**config.mk**
```make
export PLATFORM = sky130hd
export DESIGN_NAME = nibble_serial_adder_ctrl
export DESIGN_NICKNAME = d
export VERILOG_FILES = /design/src/rtl/nibble_serial_adder_ctrl.sv
export SDC_FILE = /design/constraint.sdc
export NUM_CORES = 1
export LEC_CHECK = 0
export ABC_AREA = 0
export CAP_MARGIN = 10
export CORE_UTILIZATION = 49
export CTS_CLUSTER_DIAMETER = 100
export DETAILED_ROUTE_END_ITERATION = 16
export PLACE_DENSITY = 0.72
export SLEW_MARGIN = 20
export SYNTH_ARGS = -nofsm -noshare
export SYNTH_HDL_FRONTEND = slang
export SYNTH_SLANG_ARGS = --single-unit
```
**constraint.sdc**
```tcl
create_clock -name i_clk -period 5.1 [get_ports i_clk]
set_clock_uncertainty 0.1 [all_clocks]
set_input_delay 1.02 -clock i_clk [delete_from_list [all_inputs] [get_ports i_clk]]
set_output_delay 1.02 -clock i_clk [all_outputs]
set_load 0.03 [all_outputs]
```
**src/rtl/nibble_serial_adder_ctrl.sv**
```systemverilog
// nibble_serial_adder_ctrl: wide adder built by time-sharing one 4-bit slice LSB nibble first
module nibble_adder_slice (
  input  logic [3:0] a,
  input  logic [3:0] b,
  input  logic       cin,
  output logic [3:0] sum,
  output logic       cout
);
  assign {cout, sum} = {1'b0, a} + {1'b0, b} + {4'b0, cin};
endmodule

module nibble_serial_adder_ctrl #(
  parameter int NIBBLES = 4
) (
  input  logic                 i_clk,
  input  logic                 i_reset,
  input  logic                 i_start,
  input  logic [4*NIBBLES-1:0] i_a,
  input  logic [4*NIBBLES-1:0] i_b,
  input  logic                 i_carry_in,
  output logic                 o_busy,
  output logic                 o_done,
  output logic [4*NIBBLES-1:0] o_sum,
  output logic                 o_carry,
  output logic                 o_overflow
);
  localparam int W = 4 * NIBBLES;
  localparam int CW = $clog2(NIBBLES);
  typedef enum logic [1:0] {IDLE, RUN, DONE} state_t;
  state_t state;
  logic [W-1:0] a_reg, b_reg, acc_reg;
  logic [CW-1:0] cnt;
  logic carry_reg, sign_a, sign_b, slice_carry;
  logic [3:0] slice_sum;
  logic last;
  nibble_adder_slice u_slice (
    .a(a_reg[3:0]),
    .b(b_reg[3:0]),
    .cin(carry_reg),
    .sum(slice_sum),
    .cout(slice_carry)
  );
  assign last = cnt == CW'(NIBBLES - 1);
  // Results are loaded from the final shifted accumulator so they change only on entry to DONE
  always_ff @(posedge i_clk or posedge i_reset) begin
    if (i_reset) begin
      state <= IDLE;
      a_reg <= '0;
      b_reg <= '0;
      acc_reg <= '0;
      cnt <= '0;
      carry_reg <= 1'b0;
      sign_a <= 1'b0;
      sign_b <= 1'b0;
      o_busy <= 1'b0;
      o_done <= 1'b0;
      o_sum <= '0;
      o_carry <= 1'b0;
      o_overflow <= 1'b0;
    end else begin
      case (state)
        RUN: begin
          acc_reg <= {slice_sum, acc_reg[W-1:4]};
          carry_reg <= slice_carry;
          a_reg <= a_reg >> 4;
          b_reg <= b_reg >> 4;
          cnt <= cnt + CW'(1);
          if (last) begin
            o_sum <= {slice_sum, acc_reg[W-1:4]};
            o_carry <= slice_carry;
            o_overflow <= (sign_a == sign_b) && (slice_sum[3] != sign_a);
            o_done <= 1'b1;
            o_busy <= 1'b0;
            state <= DONE;
          end
        end
        default: begin
          o_done <= 1'b0;
          state <= i_start ? RUN : IDLE;
          o_busy <= i_start;
          if (i_start) begin
            a_reg <= i_a;
            b_reg <= i_b;
            carry_reg <= i_carry_in;
            cnt <= '0;
            sign_a <= i_a[W-1];
            sign_b <= i_b[W-1];
          end
        end
      endcase
    end
  end
endmodule

```
==> results summary, run 1 <==
CTS placed an instance of sky130_fd_sc_hd__clkbuf_8 at the clock tree root. The number of DRC violations after detailed-routing iteration 0 is slightly above 80. The XOR/XNOR share of the synthesized area came out at 0.00572. The area inside the core boundary is between 5000 and 6000 sq um. The area fraction in and, or, nand and nor cells after synthesis is 0.118. The post-CTS setup buffer count is 0. From left edge to right edge, the die measures between 80 and 90 um. For this configuration, the core starts out at a cell density of 0.511.

The number of global-route vias before repair came out at between 1.5k and 2k. Power comes to 2.35 mW. In the layout the commonest cells are 69 x sky130_fd_sc_hd__dfrtp_1, 63 x sky130_fd_sc_hd__nand2_1, 54 x sky130_fd_sc_hd__clkdlybuf4s50_1, 32 x sky130_fd_sc_hd__mux2i_1, 31 x sky130_fd_sc_hd__o21ai_0. After synthesis, the largest family of logic cells by area is multiplexers. The placed wire-length estimate after detailed placement came out at around 3600 um. The per-instance average area after synthesis came out at between 10 and 15 sq um. The netlist uses 32 different library cells. The number of cell rows came out at 28. Synthesis produced a netlist whose cell count is between 200 and 300. The total of endpoints with negative setup slack in the final report is 0. The fraction of synthesized area in multiplexers is 0.170. The height of the die is slightly above 80 um. The sequential area share after synthesis came out at 0.564. Broken down by cell family, the worst path's largest delay share belongs to buffers and inverters. Max-cap violations in this run came to 0. The filler cell count came out at 468. The initial antenna violation count came to 0. In this run, synthesis produced a sequential element count of between 60 and 70. The worst setup path is captured at an output pin. Setup repair after global routing left no endpoint under its margin. Based on the critical path, the design can be clocked at up to 389 MHz. Of all nets on the critical path, the largest fanout is 3. The flow ran to the end, and the final reports show no timing, DRC or antenna violations.

The source-to-sink clock delay at the later pin of the worst-skew pair came out at around 0.34 ns. The worst-case setup margin in the final layout is around 2.5 ns. The final-layout setup total negative slack is 0 ns. TritonCTS built the clock tree. The routed design could run at a clock period as short as 2.57 ns. The data arrival at the endpoint of the critical path is 1.45 ns. The share of the clock period used by the worst path came out at 0.504. In the final design database the tool counted between 300 and 400 nets. The via count is approximately 2.0k. TritonCTS created 9 clock buffers. The reported leakage power is around 1.8 nW. The area growth from synthesis to layout is 25.1%. The maximum vdd drop is roughly 410 uV. The aggregate routed wire length is approximately 5500 um. The post-synthesis instance area came out at between 3000 and 4000 sq um. The overall die area is ~6600 sq um.

The share of final-layout standard cells stronger than drive strength 1 is 0.117. In the routed design, unresolved DRC markers number 0. Timing analysis after detailed placement gives a worst setup slack of 2.51 ns.

The number of diodes came out at 0. The sink count of the clock tree came out at 69. The clock transition time at the flip-flop clock pins of the worst setup and hold paths came out at 0.07 ns. The path type of the worst setup path is flip-flop to output pin.

Leaving out fill and tap cells, the most frequent cell in the layout is sky130_fd_sc_hd__dfrtp_1. The overall overflow remaining after global route came out at 0. The total I/O pin count came out at 56. The maximum buffer depth of the clock tree came out at 2. The via density per instance is 5.04.

The number of buffers inserted for hold repair after clock tree synthesis came out at 0. Entering global routing, the biggest net connects just over 70 pins. The worst setup path is launched from a flip-flop. The number of antenna-violating nets in the routed design came out at 0. The total power density per cell area came out at 613 nW/um^2. STA puts the critical path data required time at 3.98 ns.

The share of synthesized cell area in full adder, half adder and majority cells is 0.0294. The worst min-delay path category is flip-flop to flip-flop. The number of search-and-repair iterations in the first detailed-routing pass came out at 4. The longest individual stage delay on the worst path came out at ~0.70 ns. The average detailed-routed wire length per instance came out at 13.6 um. The share of the synthesized area in the top cell type came out at 0.564. For the pin with the worst max-slew slack, the measured transition is 0.988 ns. Counting every net in the synthesized netlist gives about 310.

The overall fraction of global-route tracks in use is 0.195. The H-tree depth is 3. The largest individual stage delay along the critical path comes from the cell sky130_fd_sc_hd__clkdlybuf4s50_1. The share of the synthesized area in compound gates (AO/OA/AOI/OAI) is 0.0699.

The global-route wire length before repair is approximately 9500 um. The global placer's final weighted congestion is 0.699. Walking the worst path, the cells encountered are clkdlybuf4s50_1. The final-report hold violation count was 0. The most area-hungry cell type in the Yosys netlist is sky130_fd_sc_hd__dfrtp_1.

Ranked by total cell area, the synthesized netlist is headed by sky130_fd_sc_hd__dfrtp_1 56%, sky130_fd_sc_hd__mux2i_1 10%, sky130_fd_sc_hd__nand2_1 7.7%. The number of buffers and inverters on the critical path is 1. The number of warnings printed during yosys synthesis is 0.

The count of instances resized after the clock tree is built came out at 0. The relative slew slack is 0.342. The number of pins with negative max-slew slack in the final report was 0.

The count of buffers from port buffering came out at between 50 and 60.
-- logic make-up (layout without fill, tap and decap cells) --
family          Yosys count  after routing
simple gates             83             83
mux                      47             47
flops                    69             69
compound gates           40             40
xor+xnor                  2              2
buf+inv                  22             79
fa+ha+maj                 6              6
-- per-stage QoR --
step / area, sq um / cells / utilization / hold WS [ns]
2_1_floorplan: 3060 / 269 / - / 0.342
3_3_place_gp: 3610 / 385 / 0.602 / 0.359
3_5_place_dp: 3610 / 385 / 0.602 / 0.364
4_1_cts: 3830 / 401 / 0.640 / 0.385
5_1_grt: 3830 / 401 / 0.640 / 0.405
6_report: 3830 / 401 / 0.640 / 0.380
-- power by group --
| group | total (mW) | internal [mW] | switching [mW] |
|---|---|---|---|
| registers | 0.930 | 0.784 | 0.147 |
| logic | 0.928 | 0.405 | 0.523 |
| clock network | 0.492 | 0.288 | 0.204 |
-- layer usage --
metal  global-route usage  vias up  part of all wire
li1                     -     1009                 -
met1                0.265      947              0.48
met2                0.302       55              0.46
met3               0.0404        9             0.039
met4               0.0857        0             0.016
met5                    0        -                 0
-- cell type report --
cell class | instances | area (sq um) | share of cell area
inverters | 6 | 25.0 | 0.00653
repair buffers | 57 | 561 | 0.146
clock inverters | 6 | 86.3 | 0.0225
well taps | 75 | 93.8 | 0.0245
multi-input cells | 178 | 1200 | 0.314
clock buffers | 10 | 138 | 0.0359
flip-flops and latches | 69 | 1730 | 0.451
-- synthesized netlist by cell type --
library cell               number
sky130_fd_sc_hd__clkbuf_1       3
sky130_fd_sc_hd__buf_8          1
sky130_fd_sc_hd__nand3b_1       1
sky130_fd_sc_hd__a211oi_1       1
sky130_fd_sc_hd__nand2b_1       1
sky130_fd_sc_hd__and3b_1        1
sky130_fd_sc_hd__a21o_1         2
sky130_fd_sc_hd__nor2_1        10
sky130_fd_sc_hd__ha_1           4
sky130_fd_sc_hd__o21ai_1        1
sky130_fd_sc_hd__nor3b_1        1
sky130_fd_sc_hd__nand2_8        1
sky130_fd_sc_hd__nand3_1        2
sky130_fd_sc_hd__mux2_4         8
sky130_fd_sc_hd__inv_1          5
sky130_fd_sc_hd__mux2i_1       32
sky130_fd_sc_hd__o21ai_0       31
sky130_fd_sc_hd__nand2_1       63
sky130_fd_sc_hd__fa_1           2
sky130_fd_sc_hd__o211ai_1       1
sky130_fd_sc_hd__xor2_1         2
sky130_fd_sc_hd__buf_6          2
sky130_fd_sc_hd__dfrtp_1       69
sky130_fd_sc_hd__buf_2          6
sky130_fd_sc_hd__nor2b_4        1
sky130_fd_sc_hd__buf_4          4
sky130_fd_sc_hd__mux2_2         7
sky130_fd_sc_hd__a211o_1        1
sky130_fd_sc_hd__nor2b_1        1
sky130_fd_sc_hd__inv_4          1
sky130_fd_sc_hd__or3_1          1
sky130_fd_sc_hd__a21oi_1        3
-- path summary, 6_finish.rpt --
path / from / depth (start not counted) / endpoint / slack (ns)
worst max-delay path: state[1] / 1 / o_done / 2.53
worst min-delay path: o_sum[15] / 2 / o_sum[15] / 0.38
max in group asynchronous: i_reset / 3 / a_reg[0] / 2.94
min in group asynchronous: i_reset / 2 / o_sum[0] / 1.02
worst min register to register: o_sum[15] / 2 / o_sum[15] / 0.38
worst max register to register: state[1] / 5 / o_sum[9] / 3.05
Power figures use the tool's default switching activity.
==> run 2: changes to the inputs <==
CORE_UTILIZATION = 47   (was 49)
PLACE_DENSITY = 0.73   (was 0.72)
clock period = 2.1 ns   (was 5.1 ns; I/O delays follow)
==> run 2 against run 1 <==
Core utilization is 3.4 points lower. Die area is 4.2% higher. Power increased by 130%. Clock-buffer cell count increased by 3. Critical path depth did not move.
==> results summary, run 2 (synthesis gave the netlist of run 1 again) <==
The post-route standard cell area excluding fillers came out at 3820 sq um (was 3830 sq um). The reported leakage power is 1.83 nW (about the same). The relative slew slack came out at 0.601 (was 0.342). The number of cell rows came out at 29 (was 28). The final-report hold violation count is 0 (unchanged). The type of element launching the critical path is a flip-flop (unchanged). RSZ-0062 raised after global routing: no (unchanged). The starting density of the core is 0.485 (was 0.511).

The start of the worst register-to-register path is a_reg[0] (was state[1]). The die boundary width is 82.7 um (was 81.0 um). The maximum buffer depth of the clock tree came out at 2 (unchanged). The via count came out at 2077 (was 2020). The setup slack of the worst register-to-register path is 0.26 ns (was 3.05 ns). The cell with the largest stage delay on the worst path is sky130_fd_sc_hd__clkdlybuf4s50_1 (unchanged). The final hold slack is 0.376 ns (was 0.380 ns). The worst endpoint required time is 1.58 ns (was 3.98 ns). The count of unresolved DRC violations after routing came out at 0 (unchanged). The number of pins with negative max-slew slack in the final report came out at 0 (unchanged). The leading cell type in the layout, fill and taps excluded is sky130_fd_sc_hd__dfrtp_1 (unchanged). The share of the core filled with cells in the final layout is 0.605 (was 0.640).

The maximum frequency from static timing analysis came out at ~520 MHz. The number of antenna-violating nets in the routed design came to 0 (unchanged). The total of endpoints with negative setup slack in the final report is 0 (unchanged). The clock period could shrink to between 1.5 and 2 ns. The worst min-delay path category is flip-flop to flip-flop (unchanged). Run status: finished clean (unchanged).

The maximum vdd drop came out at 795 uV (was 412 uV). The total I/O pin count came out at 56 (unchanged). The number of DRC violations after detailed-routing iteration 0 came out at 96 (was 82). The total power density per cell area is 1430 nW/um^2 (was 613 nW/um^2). The height of the die came out at 82.7 um (was 81.0 um). The placed wire-length estimate after detailed placement came to 3800 um (was 3630 um). The longest individual stage delay on the worst path is 0.69 ns (was 0.70 ns). The average detailed-routed wire length per instance is 13.5 um (was 13.6 um). The top cell family by delay on the critical path is buffers and inverters (unchanged). The sink count of the clock tree is 69 (unchanged).

The source-to-sink clock delay at the later pin of the worst-skew pair came out at 0.33 ns (was 0.34 ns). The transition time at the pin with the least slew margin came to 0.599 ns (was 0.988 ns). The count of buffers from port buffering is 55 (unchanged).

The beginning of the worst hold path is acc_reg[4] (was o_sum[15]). The overall die area is 6840 sq um (was 6570 sq um). The logic depth of the worst setup path including buffers is 1 (unchanged). The global-route wire length before repair is 9400 um (was 9480 um). The maximum fanout along the worst path is 3 (unchanged). The number of buffers created by CTS is 9 (unchanged). The global placer's final weighted congestion came out at 0.767 (was 0.699). The initial antenna violation count came out at 0 (unchanged). The pin count of the biggest net entering global routing is 70 (was 71). The count of nets after finishing is 368 (was 363). The count of instances resized after the clock tree is built came to 0 (unchanged). The overall fraction of global-route tracks in use is 0.188 (was 0.195).

The overall overflow remaining after global route is 0 (unchanged). The number of global-route vias before repair is 1987 (was 1974). The number of diodes is 0 (unchanged). The post-CTS setup buffer count was 0 (unchanged). The data arrival at the endpoint of the critical path was 1.41 ns (was 1.45 ns).

The clock tree root driver cell is sky130_fd_sc_hd__clkbuf_8 (unchanged). The clock tree from TritonCTS is done (unchanged). The signed area change from the synthesized netlist to the final layout is 24.8% (was 25.1%).

The share of final-layout standard cells stronger than drive strength 1 is 0.118 (was 0.117). The count of cells along the worst hold path came out at 2 (unchanged). Cells traversed along the worst timing path: clkdlybuf4s50_1 (unchanged). The worst flop-to-flop path endpoint is carry_reg (was o_sum[9]). The number of search-and-repair iterations in the first detailed-routing pass is 4 (unchanged). The via density per instance is 5.10 (was 5.04). The post-place instance area is 3660 sq um (was 3610 sq um). The number of cell instances on the worst register-to-register path came out at 7 (was 5). The path type of the worst setup path was flip-flop to output pin (unchanged). The area inside the core boundary came out at 6310 sq um (was 5990 sq um). Commonest cells after routing, fill and taps aside: 69 x sky130_fd_sc_hd__dfrtp_1, 63 x sky130_fd_sc_hd__nand2_1, 54 x sky130_fd_sc_hd__clkdlybuf4s50_1, 32 x sky130_fd_sc_hd__mux2i_1, 31 x sky130_fd_sc_hd__o21ai_0 (unchanged). The clock transition time at the flip-flop clock pins of the worst setup and hold paths came out at 0.06 ns (was 0.07 ns). The aggregate routed wire length is 5510 um (was 5460 um). In the finished design, the share of the clock period the worst path needs comes to 0.920.

The final-layout setup total negative slack is 0 ns (unchanged). The number of maximum-capacitance violations is 0 (unchanged). The sort of element at the end of the critical path is an output pin (unchanged). The number of buffers inserted for hold repair after clock tree synthesis is 0 (unchanged). The number of buffers and inverters on the critical path was 1 (unchanged). The post-layout total power is 5.46 mW (was 2.35 mW). The end point of the most critical hold path is acc_reg[4] (was o_sum[15]). The filler cell count was 541 (was 468). The H-tree depth came to 3 (unchanged).
==> run 2: cell type report <==
type                    count  area, sq um  share of cell area
clock inverters             2         10.0             0.00262
repair buffers             62          611               0.160
flip-flops and latches     69         1730               0.452
multi-input cells         178         1200               0.314
clock buffers              13          149              0.0390
inverters                   6         28.8             0.00753
well taps                  77         96.3              0.0252
==> run 2: worst max path at each step <==
stage	start	end	slack [ns]
floorplan	a_reg[0]	o_carry	0.38
global placement	a_reg[0]	carry_reg	0.30
detailed placement	a_reg[0]	o_sum[15]	0.26
CTS	state[1]	o_done	0.14
global route	state[1]	o_done	0.11
finish	state[1]	o_done	0.17
==> run 2: through the flow <==
stage	setup slack, ns	std cells
after floorplan	0.384	269
after global placement	0.297	392
after detailed placement	0.260	392
after CTS	0.140	407
after global routing	0.115	407
final	0.167	407
==> run 2: power breakdown <==
| part | switching, mW | internal [mW] | leakage (nW) |
|---|---|---|---|
| clock network | 0.447 | 0.452 | 0.0833 |
| registers | 0.353 | 1.90 | 0.884 |
| logic | 1.29 | 1.01 | 0.859 |
==> run 2: layer usage <==
metal | vias to the layer above | wire, um | global-route usage
li1 | 1016 | - | -
met3 | 10 | 216 | 0.0451
met5 | - | 0 | 0
met2 | 57 | 2630 | 0.291
met1 | 994 | 2530 | 0.245
met4 | 0 | 130 | 0.100
